===== src/rtl/sync_edge_timestamper.sv =====
// Synchronises and glitch-filters LSYNC/RSYNC, timestamps accepted edges against a
// free-running timebase, and reports SYNC falls with a direction flag and order check.
module sync_edge_timestamper #(
    parameter int CNT_W    = 32,
    parameter int FILT_LEN = 4
) (
    input  logic             clk,
    input  logic             reset_n,
    input  logic             enable,
    input  logic             lsync_in,
    input  logic             rsync_in,
    output logic [CNT_W-1:0] timebase,
    output logic [CNT_W-1:0] lsync_rise_time,
    output logic [CNT_W-1:0] lsync_fall_time,
    output logic [CNT_W-1:0] rsync_rise_time,
    output logic [CNT_W-1:0] rsync_fall_time,
    output logic             scan_dir,
    output logic             sync_pulse,
    output logic             seq_error,
    output logic [7:0]       seq_err_count
);

    localparam logic [1:0]       ST_IDLE   = 2'd0;
    localparam logic [1:0]       ST_EXP_R  = 2'd1;
    localparam logic [1:0]       ST_EXP_L  = 2'd2;
    localparam logic [3:0]       FILT_LAST = 4'(FILT_LEN - 1);
    localparam logic [CNT_W-1:0] TB_ONE    = {{(CNT_W-1){1'b0}}, 1'b1};

    logic             sync1_l_r, s_l_r, sync1_r_r, s_r_r;
    logic             filt_l_r, filt_r_r;
    logic [3:0]       cnt_l_r, cnt_r_r;
    logic [CNT_W-1:0] cand_l_r, cand_r_r;
    logic [1:0]       state_r;
    logic             pend_r, pend_side_r;

    logic             mis_l_s, acc_l_s, mis_r_s, acc_r_s;
    logic [CNT_W-1:0] cand_nxt_l_s, cand_nxt_r_s;
    logic             rise_l_s, fall_l_s, rise_r_s, fall_r_s;
    logic             rep_vld_s, rep_side_s, rep_err_s;
    logic             pend_set_s, pend_side_nxt_s;
    logic [1:0]       state_nxt_s;

    // Free-running timebase, paused while disabled.
    always_ff @(posedge clk or negedge reset_n) begin
        if (!reset_n) begin
            timebase <= '0;
        end else if (enable) begin
            timebase <= timebase + TB_ONE;
        end
    end

    // Two-flop synchronisers for both raw inputs.
    always_ff @(posedge clk or negedge reset_n) begin
        if (!reset_n) begin
            sync1_l_r <= 1'b0;
            s_l_r     <= 1'b0;
            sync1_r_r <= 1'b0;
            s_r_r     <= 1'b0;
        end else begin
            sync1_l_r <= lsync_in;
            s_l_r     <= sync1_l_r;
            sync1_r_r <= rsync_in;
            s_r_r     <= sync1_r_r;
        end
    end

    // Filter decode; the candidate bypass lets a one-sample filter report its own edge.
    always_comb begin
        mis_l_s      = (s_l_r != filt_l_r);
        acc_l_s      = mis_l_s && (cnt_l_r == FILT_LAST);
        mis_r_s      = (s_r_r != filt_r_r);
        acc_r_s      = mis_r_s && (cnt_r_r == FILT_LAST);
        if (cnt_l_r == 4'd0) begin
            cand_nxt_l_s = timebase;
        end else begin
            cand_nxt_l_s = cand_l_r;
        end
        if (cnt_r_r == 4'd0) begin
            cand_nxt_r_s = timebase;
        end else begin
            cand_nxt_r_s = cand_r_r;
        end
        rise_l_s = acc_l_s && !filt_l_r && enable;
        fall_l_s = acc_l_s &&  filt_l_r && enable;
        rise_r_s = acc_r_s && !filt_r_r && enable;
        fall_r_s = acc_r_s &&  filt_r_r && enable;
    end

    // Glitch filters: level changes only after FILT_LEN consecutive mismatching samples.
    always_ff @(posedge clk or negedge reset_n) begin
        if (!reset_n) begin
            filt_l_r <= 1'b0;
            filt_r_r <= 1'b0;
            cnt_l_r  <= 4'd0;
            cnt_r_r  <= 4'd0;
            cand_l_r <= '0;
            cand_r_r <= '0;
        end else begin
            if (!mis_l_s || acc_l_s) begin
                cnt_l_r <= 4'd0;
            end else begin
                cnt_l_r <= cnt_l_r + 4'd1;
            end
            if (!mis_r_s || acc_r_s) begin
                cnt_r_r <= 4'd0;
            end else begin
                cnt_r_r <= cnt_r_r + 4'd1;
            end
            if (acc_l_s) begin
                filt_l_r <= ~filt_l_r;
            end
            if (acc_r_s) begin
                filt_r_r <= ~filt_r_r;
            end
            if (mis_l_s && (cnt_l_r == 4'd0)) begin
                cand_l_r <= timebase;
            end
            if (mis_r_s && (cnt_r_r == 4'd0)) begin
                cand_r_r <= timebase;
            end
        end
    end

    // Timestamp capture on accepted edges.
    always_ff @(posedge clk or negedge reset_n) begin
        if (!reset_n) begin
            lsync_rise_time <= '0;
            lsync_fall_time <= '0;
            rsync_rise_time <= '0;
            rsync_fall_time <= '0;
        end else begin
            if (rise_l_s) begin
                lsync_rise_time <= cand_nxt_l_s;
            end
            if (fall_l_s) begin
                lsync_fall_time <= cand_nxt_l_s;
            end
            if (rise_r_s) begin
                rsync_rise_time <= cand_nxt_r_s;
            end
            if (fall_r_s) begin
                rsync_fall_time <= cand_nxt_r_s;
            end
        end
    end

    // Choose which fall to report; on a tie the side the FSM expects goes first.
    always_comb begin
        rep_vld_s       = 1'b0;
        rep_side_s      = 1'b0;
        pend_set_s      = 1'b0;
        pend_side_nxt_s = 1'b0;
        if (fall_l_s && fall_r_s) begin
            rep_vld_s  = 1'b1;
            pend_set_s = 1'b1;
            case (state_r)
                ST_EXP_L: rep_side_s = 1'b1;
                default:  rep_side_s = 1'b0;
            endcase
            pend_side_nxt_s = ~rep_side_s;
        end else if (fall_l_s) begin
            rep_vld_s  = 1'b1;
            rep_side_s = 1'b1;
        end else if (fall_r_s) begin
            rep_vld_s  = 1'b1;
            rep_side_s = 1'b0;
        end else if (pend_r) begin
            rep_vld_s  = 1'b1;
            rep_side_s = pend_side_r;
        end else begin
            rep_vld_s  = 1'b0;
        end
        // A fall always leads to "expect the other side"; staying put means a repeat.
        state_nxt_s = rep_side_s ? ST_EXP_R : ST_EXP_L;
        rep_err_s   = rep_vld_s && (state_r == state_nxt_s);
    end

    // Fall reporting, alternation FSM and saturating error counter.
    always_ff @(posedge clk or negedge reset_n) begin
        if (!reset_n) begin
            state_r       <= ST_IDLE;
            pend_r        <= 1'b0;
            pend_side_r   <= 1'b0;
            scan_dir      <= 1'b0;
            sync_pulse    <= 1'b0;
            seq_error     <= 1'b0;
            seq_err_count <= 8'd0;
        end else begin
            sync_pulse  <= rep_vld_s;
            seq_error   <= rep_err_s;
            pend_r      <= pend_set_s;
            pend_side_r <= pend_side_nxt_s;
            if (rep_vld_s) begin
                scan_dir <= rep_side_s;
                state_r  <= state_nxt_s;
            end
            if (rep_err_s && (seq_err_count != 8'hFF)) begin
                seq_err_count <= seq_err_count + 8'd1;
            end
        end
    end

endmodule


===== config.mk =====
export PLATFORM = sky130hd
export DESIGN_NAME = sync_edge_timestamper
export DESIGN_NICKNAME = d
export VERILOG_FILES = /design/src/rtl/sync_edge_timestamper.sv
export SDC_FILE = /design/constraint.sdc
export NUM_CORES = 1
export LEC_CHECK = 0
export CAP_MARGIN = 20
export CORE_MARGIN = 3
export CORE_UTILIZATION = 40
export DETAILED_ROUTE_END_ITERATION = 10
export SETUP_SLACK_MARGIN = 0.3
export SLEW_MARGIN = 20
export SYNTH_ARGS = -nofsm -noshare
export SYNTH_HDL_FRONTEND = slang
export SYNTH_SLANG_ARGS = --single-unit

===== constraint.sdc =====
create_clock -name clk -period 2.7 [get_ports clk]
set_input_delay 0.405 -clock clk [delete_from_list [all_inputs] [get_ports clk]]
set_output_delay 0.405 -clock clk [all_outputs]
set_load 0.02 [all_outputs]

==> metrics.txt, run 1 <==
Wirelength per Cell=about 17 um; worst reg2reg endpoint=seq_err_count[7]$_DFFE_PN0P_; ratio of cells with drive above 1 in the final layout=between 10% and 20%; first-pass iteration count of the detailed router=4; Post-layout nets=1055; worst hold start=rsync_in; Overflow after GRT=0; post-synthesis sequential area ratio=62.28%; post-layout total power=~0.011 W; CTS tree=built; post-route cell area=0.01336 mm2; synthesized netlist cell count=857; path type of the worst min-delay path=in2reg; remaining number of nets flagged by the antenna check after routing=0; final setup skew=0.01553 ns; clock tree root driver cell=clkbuf_16; initial standard-cell utilization of the core=41.15%; Iter 0 DRT Violations=368; worst-case reg-to-reg path depth=7; result of the run=finished, final reports clean; detailed-route vias per instance=4.878; maximum vdd ir drop=~0.46 mV; dpl hpwl=about 16000 um; power density normalized to cell area=813.7 mW/mm2; max-capacitance violation count=0; worst skew pair latency=0.54 ns; element type at the critical path start=flip-flop; Reg clk slew, reported paths=0.06 ns; total negative setup slack=0 ns; path type of the worst setup path=reg2reg; #FFs+latches synth=between 200 and 300; final core area utilization=a little over half; count of endpoints failing hold in the final timing report=0; Bufs on Longest Clock Path=3; worst path arrival time=about 2.6 ns; leading cell type in the layout, fill and taps excluded=dfrtp_1; horizontal extent of the die=165.1 um; CP max FO=6; M3 GR Usage=4.914%; maximum number of pins on one net before global-route repair=between 70 and 80; overall fraction of global-route tracks in use=17.56%; Tightest Pin Transition=0.7011 ns; mean instance size in the synthesized netlist=11.81 um2; R2R setup slack=0.50 ns; I/O Pins=roughly 180; count of synthesis-stage warnings from yosys=0; worst endpoint required time=3.11 ns; total placed instance area=0.01240 mm2; leakage power summed over all cells=just over 6 nW; CTS Hold Buffers Added=1; met1 GRT Util=25.30%; initial antenna violation count=0; headroom to the max-slew limit=53.26%; final setup violation count=0; commonest cells after routing, fill and taps aside=252 x dfrtp_1, 174 x clkdlybuf4s50_1, 146 x nand2_1; Post-Route WL=23310 um; post-CTS setup buffer count=0; routability cong.=0.7562; top achievable clock speed=~460 MHz; synthesized cell area=just over 0.01 mm2; max-slew violation count=0; Setup crit end kind=flip-flop; number of nets produced by synthesis=868; minimum clock period=~2.2 ns; WHS Endpoint=sync1_r_r$_DFF_PN0_; final cycle utilization of the critical path=approximately four fifths; DRC Markers=0; via count=6771; wire length of the first global-routing pass=between 30000 and 40000 um; beginning of the worst register-to-register path=cnt_r_r[0]$_DFF_PN0_; deepest level of the CTS H-tree=1; die height=between 150 and 200 um; area of the die=0.02726 mm2; unique cell type count in the Yosys netlist=40; unrepaired setup endpoints after global routing=false; quantity of I/O buffers inserted on ports=175; Sink Count=252; Hold Path Stages=1; placeable core region=roughly 0.025 mm2; number of global-route vias before repair=between 6000 and 7000; diode insertion count for antenna repair=0; standard-cell rows=57; routing usage on met2=between 20% and 30%; synthesis-to-finish area growth=31.92%; number of buffers added by the clock tree synthesis step=28; Gates resized, CTS repair=0; layer with the highest usage after global routing=met2
## flip-flops by register name, summed over array words and instances, names as in the netlist, 2 cells and up
register and cells:
cand_l_r 32, rsync_fall_time 32, lsync_fall_time 32, cnt_r_r 4, cnt_l_r 4, state_r 2
timebase 32, rsync_rise_time 32, seq_err_count 8, lsync_rise_time 32, cand_r_r 32
## area by class of cell
cell class                      count  area [um2]
Multi-Input combinational cell    544        3618
Sequential cell                   252        6306
Inverter                            6       22.52
Fill cell                        2155       11250
Tap cell                          324       405.4
Timing Repair Buffer              212        2062
Clock buffer                       40       805.8
Clock inverter                     10       136.4
## report_power, final
part / switching (W) / total (W) / internal, W
Sequential: 0.000250 / 0.00440 / 0.00415
Clock: 0.00148 / 0.00383 / 0.00235
Combinational: 0.00145 / 0.00264 / 0.00119
Total: 0.00318 / 0.0109 / 0.00769
## metal layers
layer	part of all wire, %	wire, um
met4	1.8	418
met3	6.7	1560
met5	0	0
met1	48	11160
met2	44	10180
## worst max-delay path, stage by stage (launching register included)
cell      delay (ns)
dfrtp_1         0.41
ha_1            0.23
nor3b_2         0.21
and3_1          0.24
a2111o_1        0.44
nand2_2         0.13
nand4_1         0.11
mux2_1          0.32
## worst max path at each step
stage                                         endpoint  cells after the start  slack, ns                     start
after floorplan           seq_err_count[1]$_DFFE_PN0P_                      6       0.55      cnt_l_r[0]$_DFF_PN0_
after global placement        timebase[31]$_DFFE_PN0P_                      7       0.35                    enable
after detailed placement      timebase[31]$_DFFE_PN0P_                      7       0.31                    enable
after CTS                     timebase[31]$_DFFE_PN0P_                      6       0.50  timebase[12]$_DFFE_PN0P_
after global routing      seq_err_count[7]$_DFFE_PN0P_                      7       0.30      cnt_r_r[0]$_DFF_PN0_
final                     seq_err_count[7]$_DFFE_PN0P_                      7       0.50      cnt_r_r[0]$_DFF_PN0_
## stage by stage
step / cells / hold slack [ns] / setup WS, ns
2_1_floorplan: 857 / 0.1094 / 0.5475
3_3_place_gp: 1337 / 0.3371 / 0.3523
3_5_place_dp: 1337 / 0.3372 / 0.3059
4_1_cts: 1388 / 0.2948 / 0.4984
5_1_grt: 1388 / 0.3013 / 0.3005
6_report: 1388 / 0.3151 / 0.5026
## kinds of logic (layout without fill, tap and decap cells)
kind of cell	after synthesis	count (layout)	synth area share, %
adders and majority gates	6	6	0.7415
xor gates and xnor gates	37	37	3.201
buffers and inverters	61	268	2.397
and+or+nand+nor	224	224	10.18
AOI/OAI and AO/OA	146	146	7.415
muxes	131	131	13.78
DFF	252	252	62.28
## synth_stat cells, drive strengths merged
cell type	n	area, um2
a2111o	1	11.26
a21oi	7	38.79
a31oi	3	18.77
and2	2	13.77
and3	12	75.07
and4	3	26.28
buf	10	50.05
clkbuf	45	170.2
dfrtp	252	6306
ha	6	75.07
inv	6	22.52
mux2	67	754.5
mux2i	64	640.6
nand2	147	554.3
nand2b	5	31.28
nand3	15	75.07
nand3b	2	15.01
nand4	7	43.79
nand4b	2	23.77
nor2	12	45.04
nor2b	5	31.28
nor3	4	20.02
nor3b	6	61.31
nor4	1	6.260
o211ai	1	7.510
o21a	1	7.510
o21ai	132	660.6
o22ai	1	6.260
or3b	1	8.760
xnor2	27	236.5
xor2	10	87.58
(Power assumes the default switching activity.)
==> inputs of run 2 (changes only) <==
--- a/config.mk
+++ b/config.mk
@@ -9,6 +9,7 @@
 export CORE_MARGIN = 3
 export CORE_UTILIZATION = 40
 export DETAILED_ROUTE_END_ITERATION = 10
+export PLACE_DENSITY = 0.66
 export SETUP_SLACK_MARGIN = 0.3
 export SLEW_MARGIN = 20
 export SYNTH_ARGS = -nofsm -noshare
==> constraint.sdc (replaced) <==
create_clock -name clk -period 1.9 [get_ports clk]
set_input_delay 0.285 -clock clk [delete_from_list [all_inputs] [get_ports clk]]
set_output_delay 0.285 -clock clk [all_outputs]
set_load 0.02 [all_outputs]
==> run 2 against run 1 <==
The flow now finishes with violations (setup timing). Critical endpoint is now seq_err_count[2]$_DFFE_PN0P_. Critical path type unchanged. Flip-flop and latch count is the same. Combinational power grew to 2.6 times the previous value. Largest cell class unchanged. Total power grew 70%. Clock power grew 39%. Utilization grew 9.8 points.
==> metrics.txt, run 2 (same netlist as run 1, synthesis figures left out) <==
result of the run=complete, but fails checks; violated checks=setup timing; Iter 0 DRT Violations=approximately 410; clock tree root driver cell=clkbuf_16; startpoint of the worst setup timing path=cnt_l_r[0]$_DFF_PN0_; wire length of the first global-routing pass=40520 um; final cycle utilization of the critical path=105.4%; dpl hpwl=16180 um; headroom to the max-slew limit=69.89%; maximum number of pins on one net before global-route repair=70; path type of the worst setup path=reg2reg; proportion of power drawn by combinational gates=37.3%; ratio of cells with drive above 1 in the final layout=36.81%; initial standard-cell utilization of the core=41.15%; Critical Path Max Stage Delay=0.44 ns; number of global-route vias before repair=~7400; Internal Dissipation=0.01276 W; switching fraction of total power=between 30% and 40%; worst endpoint required time=2.31 ns; final setup violation count=8; Setup crit end kind=flip-flop; max-capacitance violation count=0; worst setup margin=-0.1030 ns; worst hold start=lsync_in; diode insertion count for antenna repair=0; placeable core region=about 0.025 mm2; area of the die=0.02726 mm2; synthesis-to-finish area growth=55.76%; CP max FO=5; final setup skew=0.01743 ns; worst path arrival time=roughly 2.4 ns; Post-Route WL=between 20000 and 30000 um; post-route cell area=approximately 0.016 mm2; number of buffers added by the clock tree synthesis step=27; cell type group with the largest total delay on the critical path=compound AO/OA/AOI/OAI gates; I/O Pins=around 180; quantity of I/O buffers inserted on ports=~180; beginning of the worst register-to-register path=cnt_l_r[0]$_DFF_PN0_; count of endpoints failing hold in the final timing report=0; Sink Count=252; worst skew pair latency=0.53 ns; crit-path cells=ha_2 > nor3b_4 > nand4b_4 > a2111o_1 > a21oi_4 > buf_6 > nand2_4 > xnor2_1; horizontal extent of the die=165.1 um; cell with the biggest individual delay on the critical path=a2111o_1; Reg clk slew, reported paths=~0.060 ns; Wirelength per Cell=18.70 um; power density normalized to cell area=between 1000 and 1500 mW/mm2; standard-cell rows=between 50 and 60; first-pass iteration count of the detailed router=4; Bufs on Longest Clock Path=3; maximum vdd ir drop=0.7944 mV; max-slew violation count=0; part of the power in registers=between 30% and 40%; Overflow after GRT=0; initial antenna violation count=0; element type at the critical path start=flip-flop; total placed instance area=0.01295 mm2; remaining number of nets flagged by the antenna check after routing=0; Post-layout nets=1133; routability cong.=0.7775; Inst Count DP=1371; crit path buf inv count=1; DRC Markers=0; path type of the worst min-delay path=in2reg; die height=165.1 um; non-filler instance count after layout=1465; leakage power summed over all cells=8.486 nW; Fin Hold WS=~0.19 ns; CTS tree=built; deepest level of the CTS H-tree=1; Tightest Pin Transition=0.4500 ns; overall fraction of global-route tracks in use=18.58%; minimum clock period=2.003 ns; leading cell type in the layout, fill and taps excluded=dfrtp_1; top achievable clock speed=roughly 500 MHz; clock share of power=between 20 and 30%; filler instances=1871; via count=7417; unrepaired setup endpoints after global routing=true; commonest cells after routing, fill and taps aside=229 x dfrtp_1, 131 x nand2_1, 101 x o21ai_1; net switching power=0.005767 W; detailed-route vias per instance=5.063
-- run 2: cell type report --
cell class / count / area (um2) / area share [%]
well taps: 324 / 405.4 / 2.571
flip-flops and latches: 252 / 6335 / 40.17
repair buffers: 291 / 3238 / 20.53
clock buffers: 36 / 759.5 / 4.816
clock inverters: 12 / 145.1 / 0.9203
inverters: 6 / 25.02 / 0.1587
multi-input cells: 544 / 4862 / 30.83
-- run 2: final timing paths --
kind	endpoint	slack (ns)	cells past startpoint
setup / recovery	seq_err_count[2]$_DFFE_PN0P_	-0.10	8
hold / removal	sync1_l_r$_DFF_PN0_	0.19	1
setup reg to reg	seq_err_count[2]$_DFFE_PN0P_	-0.10	8
hold reg to reg	s_r_r$_DFF_PN0_	0.35	0
max in group asynchronous	rsync_fall_time[20]$_DFFE_PN0P_	1.00	3
min in group asynchronous	rsync_rise_time[3]$_DFFE_PN0P_	0.23	2
-- run 2: power groups by stage --
stage	logic (W)	registers [W]	clock network, W
CTS	0.00563	0.00628	0.00541
finish	0.00691	0.00630	0.00531
floorplan	0.00229	0.00669	0
global placement	0.00431	0.00630	0
global route	0.00728	0.00637	0.00567
detailed placement	0.00435	0.00632	0
-- run 2: per-stage QoR --
stage	util, %	setup WS [ns]	total power, W	setup TNS [ns]
after floorplan	-	-0.1973	0.008979	-0.5711
after global placement	52.65	-0.2229	0.01061	-4.580
after detailed placement	52.65	-0.2615	0.01067	-7.578
after CTS	59.13	-0.09410	0.01731	-0.3723
after global routing	64.09	-0.2125	0.01931	-2.080
final	64.09	-0.1030	0.01852	-0.4698
-- run 2: what timing repair did --
action                                 in CTS  in global routing
gates resized for setup                   380                275
endpoints found under the hold margin      45                  0
setup endpoints to repair                 385                312
hold buffers                                1                  0
gates cloned                                5                 12
buffers inserted                           15                 13
pin swaps                                  19                 37
-- run 2: metal layers --
metal	global-route usage, %	vias up	routed length [um]	part of all wire (%)
li1	-	3499	-	-
met1	25.37	3671	11750	43
met2	30.47	193	13350	49
met3	3.791	54	1620	5.9
met4	4.880	0	660	2.4
met5	0	-	0	0
